<file path="src/rtl/uart_tx_engine.sv">
// UART transmit engine: a 1-entry holding register (THR) feeding a start/data/parity/stop
// serializer. One serial bit lasts OVERSAMPLE baud ticks; a baud tick occurs every {DLH,DLL} clocks.
module uart_tx_engine #(
  parameter int unsigned OVERSAMPLE = 16
) (
  input  logic       clk,
  input  logic       rst,
  input  logic       tx_flag,
  input  logic [7:0] TBR,
  input  logic [7:0] LCR,
  input  logic [7:0] DLL,
  input  logic [7:0] DLH,
  output logic       tx,
  output logic       thr_empty,
  output logic       tsr_empty,
  output logic       tx_done,
  output logic       tx_ovr
);

  localparam int unsigned OS_W = (OVERSAMPLE > 1) ? $clog2(OVERSAMPLE) : 1;
  localparam logic [OS_W-1:0] OS_LAST = OS_W'(OVERSAMPLE - 1);

  typedef enum logic [2:0] {
    IDLE   = 3'd0,
    START  = 3'd1,
    DATA   = 3'd2,
    PARITY = 3'd3,
    STOP   = 3'd4
  } state_t;

  // Parity over the low 5+wlen data bits; stick mode forces the bit to ~eps.
  function automatic logic frame_parity(input logic [7:0] data, input logic [1:0] wlen,
                                        input logic eps, input logic stick);
    logic [7:0] mask;
    logic       odd;
    mask = 8'hFF >> (2'd3 - wlen);
    odd  = ^(data & mask);
    if (stick) begin
      frame_parity = ~eps;
    end else if (eps) begin
      frame_parity = odd;
    end else begin
      frame_parity = ~odd;
    end
  endfunction

  state_t          state_q, state_d;
  logic [15:0]     cnt_q, cnt_d;
  logic [OS_W-1:0] os_q, os_d;
  logic [2:0]      bit_q, bit_d;
  logic [7:0]      shift_q, shift_d;
  logic            par_q, par_d;
  logic [7:0]      thr_q, thr_d;
  logic            thr_empty_q, thr_empty_d;
  logic [15:0]     div_q, div_d;
  logic [3:0]      lcr_q, lcr_d;
  logic            tx_q, tx_d;
  logic            tsr_empty_q, tsr_empty_d;
  logic            tx_done_q, tx_done_d;
  logic            tx_ovr_q, tx_ovr_d;

  logic [15:0] div_in;
  logic        tick, bit_end, last_data, last_stop, load, frame_bit;
  logic        lcr_unused;

  assign lcr_unused = LCR[7];

  // Next-state, baud/bit counters, THR handshake and serial bit selection.
  always_comb begin
    state_d     = state_q;
    cnt_d       = cnt_q;
    os_d        = os_q;
    bit_d       = bit_q;
    shift_d     = shift_q;
    par_d       = par_q;
    thr_d       = thr_q;
    thr_empty_d = thr_empty_q;
    div_d       = div_q;
    lcr_d       = lcr_q;
    tx_done_d   = 1'b0;
    tx_ovr_d    = 1'b0;
    load        = 1'b0;
    frame_bit   = 1'b1;
    div_in      = {DLH, DLL};
    tick        = (cnt_q == div_q - 16'd1);
    bit_end     = tick && (os_q == OS_LAST);
    last_data   = (bit_q == {1'b1, lcr_q[1:0]});
    last_stop   = (bit_q == {2'b00, lcr_q[2]});

    if (tick) begin
      cnt_d = 16'd0;
      os_d  = bit_end ? {OS_W{1'b0}} : os_q + OS_W'(1);
    end else begin
      cnt_d = cnt_q + 16'd1;
    end

    case (state_q)
      IDLE: begin
        frame_bit = 1'b1;
        cnt_d     = 16'd0;
        os_d      = {OS_W{1'b0}};
        bit_d     = 3'd0;
        if (!thr_empty_q) begin
          load = 1'b1;
        end else begin
          state_d = IDLE;
        end
      end
      START: begin
        frame_bit = 1'b0;
        if (bit_end) begin
          state_d = DATA;
        end else begin
          state_d = START;
        end
      end
      DATA: begin
        frame_bit = shift_q[0];
        if (bit_end) begin
          shift_d = {1'b0, shift_q[7:1]};
          if (last_data) begin
            bit_d   = 3'd0;
            state_d = lcr_q[3] ? PARITY : STOP;
          end else begin
            bit_d = bit_q + 3'd1;
          end
        end else begin
          state_d = DATA;
        end
      end
      PARITY: begin
        frame_bit = par_q;
        if (bit_end) begin
          state_d = STOP;
        end else begin
          state_d = PARITY;
        end
      end
      STOP: begin
        frame_bit = 1'b1;
        if (bit_end && last_stop) begin
          tx_done_d = 1'b1;
          bit_d     = 3'd0;
          if (!thr_empty_q) begin
            load = 1'b1;
          end else begin
            state_d = IDLE;
          end
        end else if (bit_end) begin
          bit_d = bit_q + 3'd1;
        end else begin
          state_d = STOP;
        end
      end
      default: begin
        frame_bit = 1'b1;
        state_d   = IDLE;
      end
    endcase

    // Frame start (from IDLE or straight out of STOP) snapshots the configuration.
    if (load) begin
      state_d     = START;
      shift_d     = thr_q;
      par_d       = frame_parity(thr_q, LCR[1:0], LCR[4], LCR[5]);
      div_d       = (div_in == 16'd0) ? 16'd1 : div_in;
      lcr_d       = LCR[3:0];
      cnt_d       = 16'd0;
      os_d        = {OS_W{1'b0}};
      bit_d       = 3'd0;
      thr_empty_d = 1'b1;
    end else begin
      thr_empty_d = thr_empty_q;
    end

    if (tx_flag) begin
      if (thr_empty_q || load) begin
        thr_d       = TBR;
        thr_empty_d = 1'b0;
      end else begin
        tx_ovr_d = 1'b1;
      end
    end else begin
      thr_d = thr_q;
    end

    tx_d        = LCR[6] ? 1'b0 : frame_bit;
    tsr_empty_d = (state_d == IDLE);
  end

  // State and output registers.
  always_ff @(posedge clk or posedge rst) begin
    if (rst) begin
      state_q     <= IDLE;
      cnt_q       <= 16'd0;
      os_q        <= {OS_W{1'b0}};
      bit_q       <= 3'd0;
      shift_q     <= 8'd0;
      par_q       <= 1'b0;
      thr_q       <= 8'd0;
      thr_empty_q <= 1'b1;
      div_q       <= 16'd1;
      lcr_q       <= 4'd0;
      tx_q        <= 1'b1;
      tsr_empty_q <= 1'b1;
      tx_done_q   <= 1'b0;
      tx_ovr_q    <= 1'b0;
    end else begin
      state_q     <= state_d;
      cnt_q       <= cnt_d;
      os_q        <= os_d;
      bit_q       <= bit_d;
      shift_q     <= shift_d;
      par_q       <= par_d;
      thr_q       <= thr_d;
      thr_empty_q <= thr_empty_d;
      div_q       <= div_d;
      lcr_q       <= lcr_d;
      tx_q        <= tx_d;
      tsr_empty_q <= tsr_empty_d;
      tx_done_q   <= tx_done_d;
      tx_ovr_q    <= tx_ovr_d;
    end
  end

  assign tx        = tx_q;
  assign thr_empty = thr_empty_q;
  assign tsr_empty = tsr_empty_q;
  assign tx_done   = tx_done_q;
  assign tx_ovr    = tx_ovr_q;

endmodule

</file>
<file path="config.mk">
export PLATFORM = sky130hd
export DESIGN_NAME = uart_tx_engine
export DESIGN_NICKNAME = d
export VERILOG_FILES = /design/src/rtl/uart_tx_engine.sv
export SDC_FILE = /design/constraint.sdc
export NUM_CORES = 1
export LEC_CHECK = 0
export BUFFER_PORTS_ARGS = -buffer_cell sky130_fd_sc_hd__buf_2
export CAP_MARGIN = 30
export CELL_PAD_IN_SITES_DETAIL_PLACEMENT = 1
export CELL_PAD_IN_SITES_GLOBAL_PLACEMENT = 1
export CORE_MARGIN = 2
export CORE_UTILIZATION = 33
export DETAILED_ROUTE_END_ITERATION = 10
export HOLD_SLACK_MARGIN = 0.12
export PLACE_DENSITY = 0.64
export SLEW_MARGIN = 10
export SYNTH_ARGS = -nofsm -noshare
export SYNTH_HDL_FRONTEND = slang
export SYNTH_SLANG_ARGS = --single-unit
</file>
<file path="constraint.sdc">
create_clock -name clk -period 3.9 [get_ports clk]
set_input_delay 0.39 -clock clk [delete_from_list [all_inputs] [get_ports clk]]
set_output_delay 0.39 -clock clk [all_outputs]
set_load 0.005 [all_outputs]
</file>
==> results.cfg, run 1 <==
[status]
outcome = finished, final reports clean

[clock_network]
cts_buffers = 9
htree_num_levels = 3
cts_setup_buffers = 0
clock_latency_ps = 330
clk_pin_slew_worst_paths_ps = 60
clock_sinks = 68
cts_tree = yes
root_buffer = clkbuf_16
cts.path.max_buffers = 2

[drt]
wl_um = 9290
num_vias = 2963
wl_per_cell_um = 16.4
drt-pass1-iter-count = 4
drtAntennaViolNets = 0
remaining_drc_errors = 0
viasPerCell = 5.24
drt_iter0_markers = 108

[sta]
fin_skew_ps = 7.74
period_share_pct = 94.9
finalHoldViolations = 0
timing.setup.tns_ps = 0
maxSlewViolCount = 0
slew-limit-headroom_pct = 46.8
rsz0062_at_grt = no
fmax_mhz = 270
worstMarginPinSlew_ps = 793
setup_viol = 0
period_needed_ps = 3700

[synth]
syn-instance-count = 373
syn_area_um2 = 3740
synth_seq_cells = 68
yosys-top-cells-area = dfrtp_1 43%, xnor2_1 6.6%, mux2_1 4.8%, xor2_1 4.0%, nor2_1 3.5%
ys_warn_count = 0
synth_top_area_share_pct = 42.8
synth_cell_types = 54
synthTopCellsByCount = 64 x dfrtp_1, 35 x nor2_1, 28 x nand2_1, 28 x xnor2_1
avgSynthCellArea_um2 = 10.0
synthArstFlopShare_pct = 100
synth_edf_count = 0
syn-num-nets = 412
synthFlopType = dfrtp_1
synth_most_common_cell = dfrtp_1
yosysSeqAreaShare_pct = 45.6
yosys.area.top_type = dfrtp_1

[die]
die_area_um2 = 12200
ioPinCount = 40
core_um2 = 10900
die_h_um = 110
num_rows = 38
start_util_pct = 34.2
die_w_um = 110

[run]
timing.max_cap.violations = 0

[placed_design]
hpwlAfterDp_um = 7030
dpl_cell_area_um2 = 4160
io_buffers = 38
routabilityCongestion = 0.807

[critical_path]
path_cells = or4_4 -> or3b_1 -> nor4_2 -> nor3_1 -> a31oi_2 -> or4b_4 -> a2111oi_4 -> buf_12 -> mux2_1
worstPathRequired_ps = 4110
path_delay_family = simple AND/OR/NAND/NOR gates
cp.arrival_ps = 3910
cp-start-kind = flip-flop
crit_path_end_kind = flip-flop
cp_num_buf_inv = 1
crit_fanout = 33
slowest_stage = or4_4
crit_type = reg -> reg
cpPeakStageDelay_ps = 580

[power_and_ir_drop]
power_mw = 2.93
p_leak_nw = 1.92
powerDensity_nw_per_um2 = 656
peakVddDrop_v = 0.000401

[global_routing]
grt_util_all_layers_pct = 15.9
antenna_found_initial = 0
grt-ovfl-total = 0
grt_pass1_vias = 3158
grt_max_degree = 34
grt_pass1_wl_um = 15700

[layout]
drive_gt1_share_pct = 21.4
register_area_um2 = 1710
nets = 459
n_antenna_cell = 0
num-fill-cells = 1263
multi_input_area_um2 = 1930
syn_to_final_growth_pct = 19.5
stdcell_area_um2 = 4470

[min_path]
min_path_type = in -> reg
per-stage QoR:
stage	hold slack [ps]	setup WS (ps)	utilization, %	std cells
floorplan	419	260	-	373
global placement	471	184	37.9	547
detailed placement	445	153	38.0	548
CTS	155	125	40.8	565
global route	162	1.30	40.9	565
finish	167	200	40.9	565
flip-flops by register name, indices dropped and copies added (netlist names):
| signal | flops |
|---|---|
| par_q | 1 |
| tx | 1 |
| thr_empty | 1 |
| bit_q | 3 |
| cnt_q | 16 |
| state_q | 3 |
| thr_q | 8 |
| div_q | 16 |
| os_q | 4 |
| shift_q | 8 |
| tsr_empty | 1 |
| lcr_q | 4 |
| tx_done | 1 |
| tx_ovr | 1 |
area by class of cell:
class | instances | share of cell area [%]
Clock buffer | 12 | 5.29
Tap cell | 140 | 3.92
Clock inverter | 4 | 1.15
Timing Repair Buffer | 53 | 7.39
Sequential cell | 68 | 38.2
Multi-Input combinational cell | 278 | 43.2
Inverter | 10 | 0.840
kinds of logic (layout without fill, tap and decap cells):
kind of cell	after synthesis	count (layout)	synth area share (%)
AND/OR/NAND/NOR	141	141	19.5
flip-flops	68	68	45.6
adder cells (fa/ha/maj)	5	5	1.61
XOR/XNOR	45	45	10.5
AO/OA/AOI/OAI	50	50	8.93
multiplexers	37	37	10.8
buffers and inverters	27	79	3.01
final timing paths:
| check | start | to | slack (ps) | cells after the start |
|---|---|---|---|---|
| worst min-delay path | LCR[6] | tx | 170 | 2 |
| worst min register to register | par_q | par_q | 500 | 1 |
| worst max register to register | div_q[3] | div_q[12] | 200 | 9 |
| max in group asynchronous | rst | div_q[0] | 2350 | 5 |
| worst max-delay path | div_q[3] | div_q[12] | 200 | 9 |
| min in group asynchronous | rst | shift_q[0] | 620 | 3 |
metal layers:
| layer | global-route usage [%] | wire length [um] | vias up | share of wire, % |
|---|---|---|---|---|
| met3 | 3.73 | 325 | 11 | 3.5 |
| met1 | 20.7 | 4390 | 1497 | 47 |
| met2 | 25.8 | 4420 | 46 | 48 |
| li1 | - | - | 1409 | - |
| met5 | 0 | 0 | - | 0 |
| met4 | 5.67 | 152 | 0 | 1.6 |
timing repair:
action | in CTS | in global routing
hold endpoints to repair | 18 | 0
endpoints found under the setup margin | 0 | 26
gates resized for setup | 0 | 2
hold buffers | 1 | 0
cells in the final DEF (no fill, tap or decap), types with 3 or more instances in the layout:
cell type  count
nand3_1       20
mux2_1        16
nand2b_1       3
and3_1         7
clkbuf_16      9
mux2_2        11
inv_1          9
nand4_1        5
a211oi_1       3
dfstp_2        4
nand2_1       28
xnor2_1       28
buf_4         12
nor3_1        10
or3_1          4
o21ai_0       20
buf_2         38
xor2_1        17
nor2_1        35
dfrtp_1       64
ha_1           4
clkbuf_1       3
mux2i_1       10
nor4_1        10
a21oi_1        8
power breakdown:
part | total [mW] | internal (mW) | leakage [nW] | switching (mW)
logic | 0.932 | 0.488 | 0.939 | 0.445
registers | 1.21 | 0.931 | 0.847 | 0.274
clock network | 0.794 | 0.495 | 0.137 | 0.299
total | 2.93 | 1.91 | 1.92 | 1.02
(Power assumes the default switching activity.)
==> run 2: changes to the inputs <==
BUFFER_PORTS_ARGS = -buffer_cell sky130_fd_sc_hd__buf_4   (was -buffer_cell sky130_fd_sc_hd__buf_2)
==> results.cfg, run 2 (same netlist as run 1, synthesis figures left out) <==
[status]
outcome = finished, final reports clean

[layout]
drive_gt1_share_pct = 22.4
final_cell_mix = 64 x dfrtp_1, 52 x buf_4, 35 x nor2_1, 28 x xnor2_1, 28 x nand2_1
reg.largest.list = cnt_q: 16 flops, div_q: 16 flops
n_antenna_cell = 0
finalNonFillerCells = 568
mostFrequentLayoutCell = dfrtp_1
nets = 462
stdcell_area_um2 = 4650
syn_to_final_growth_pct = 24.3
final_core_util_pct = 42.5

[global_routing]
grt-ovfl-total = 0
grt_pass1_vias = 3109
grt_max_degree = 34
antenna_found_initial = 0
grt_pass1_wl_um = 15800
grt_util_all_layers_pct = 16.1

[critical_path]
crit_fanout = 17
cp.arrival_ps = 3980
r2r_cells = 10
crit_path_end_kind = flip-flop
crit_type = reg -> reg
worstPathRequired_ps = 4120
cp-start-kind = flip-flop

[clock_network]
cts.path.max_buffers = 2
cts_buffers = 9
root_buffer = clkbuf_16
clock_sinks = 68
cts_tree = yes
clk_pin_slew_worst_paths_ps = 60
clock_latency_ps = 340
htree_num_levels = 3

[placed_design]
place_ws_ps = 152
dp.cells = 548
dpl_cell_area_um2 = 4260
io_buffers = 38
routabilityCongestion = 0.811
hpwlAfterDp_um = 6970

[sta]
period_share_pct = 96.4
hold_slack_ps = 165
period_needed_ps = 3760
rsz0062_at_grt = no
maxSlewViolCount = 0
finalHoldViolations = 0
fin_skew_ps = 7.49
worstMarginPinSlew_ps = 772
fmax_mhz = 266
slew-limit-headroom_pct = 48.2
setup_viol = 0
setup_ws_ps = 140
timing.setup.tns_ps = 0

[die]
die_w_um = 110
die_h_um = 110
start_util_pct = 34.2
ioPinCount = 40
die_area_um2 = 12200
num_rows = 38
core_um2 = 10900

[drt]
remaining_drc_errors = 0
wl_per_cell_um = 16.6
viasPerCell = 5.07
wl_um = 9450
num_vias = 2879
drt_iter0_markers = 105
drtAntennaViolNets = 0
drt-pass1-iter-count = 4

[run]
timing.max_cap.violations = 0

[power_and_ir_drop]
powerDensity_nw_per_um2 = 657
p_leak_nw = 2.00
peakVddDrop_v = 0.000261
power_mw = 3.05

[min_path]
min_path_type = in -> reg
holdPathStages = 2
==> run 2: area by class of cell <==
cell class	count	area (um2)
inverters	10	37.5
clock buffers	11	253
flip-flops and latches	68	1710
multi-input cells	278	1930
well taps	140	175
repair buffers	56	465
fillers	1245	6290
clock inverters	5	82.6
==> run 2: critical path, cell delays in order (launching register included) <==
cell	delay (ps)
dfrtp_1	440
or4_4	540
or3b_1	460
nor4_1	330
nor3_1	100
a31oi_2	240
or4b_4	520
a2111oi_4	320
buf_4	190
buf_12	150
mux2_1	330
==> run 2: path summary, 6_finish.rpt <==
path	startpoint	end	slack, ps
max	div_q[5]	div_q[13]	140
max in group asynchronous	rst	div_q[0]	2610
min reg2reg	par_q	par_q	500
min in group asynchronous	rst	div_q[9]	600
min	LCR[6]	tx	160
max reg2reg	div_q[5]	div_q[13]	140
==> run 2: repair_timing <==
action | 4_1_cts | 5_1_grt
endpoints found under the hold margin | 16 | 0
setup buffers | 0 | 2
hold buffers | 1 | 0
resized for setup | 0 | 1
endpoints found under the setup margin | 0 | 26
==> run 2: power breakdown <==
part	leakage (nW)	switching (mW)	internal (mW)
logic	0.990	0.436	0.505
registers	0.847	0.264	0.931
clock network	0.166	0.318	0.597
==> run 2: metal layers <==
metal,wire (um),global-route usage (%),vias to the layer above
met5,0,0,-
met4,162,6.50,0
li1,-,-,1414
met3,224,3.57,13
met2,4460,25.3,33
met1,4590,21.5,1419
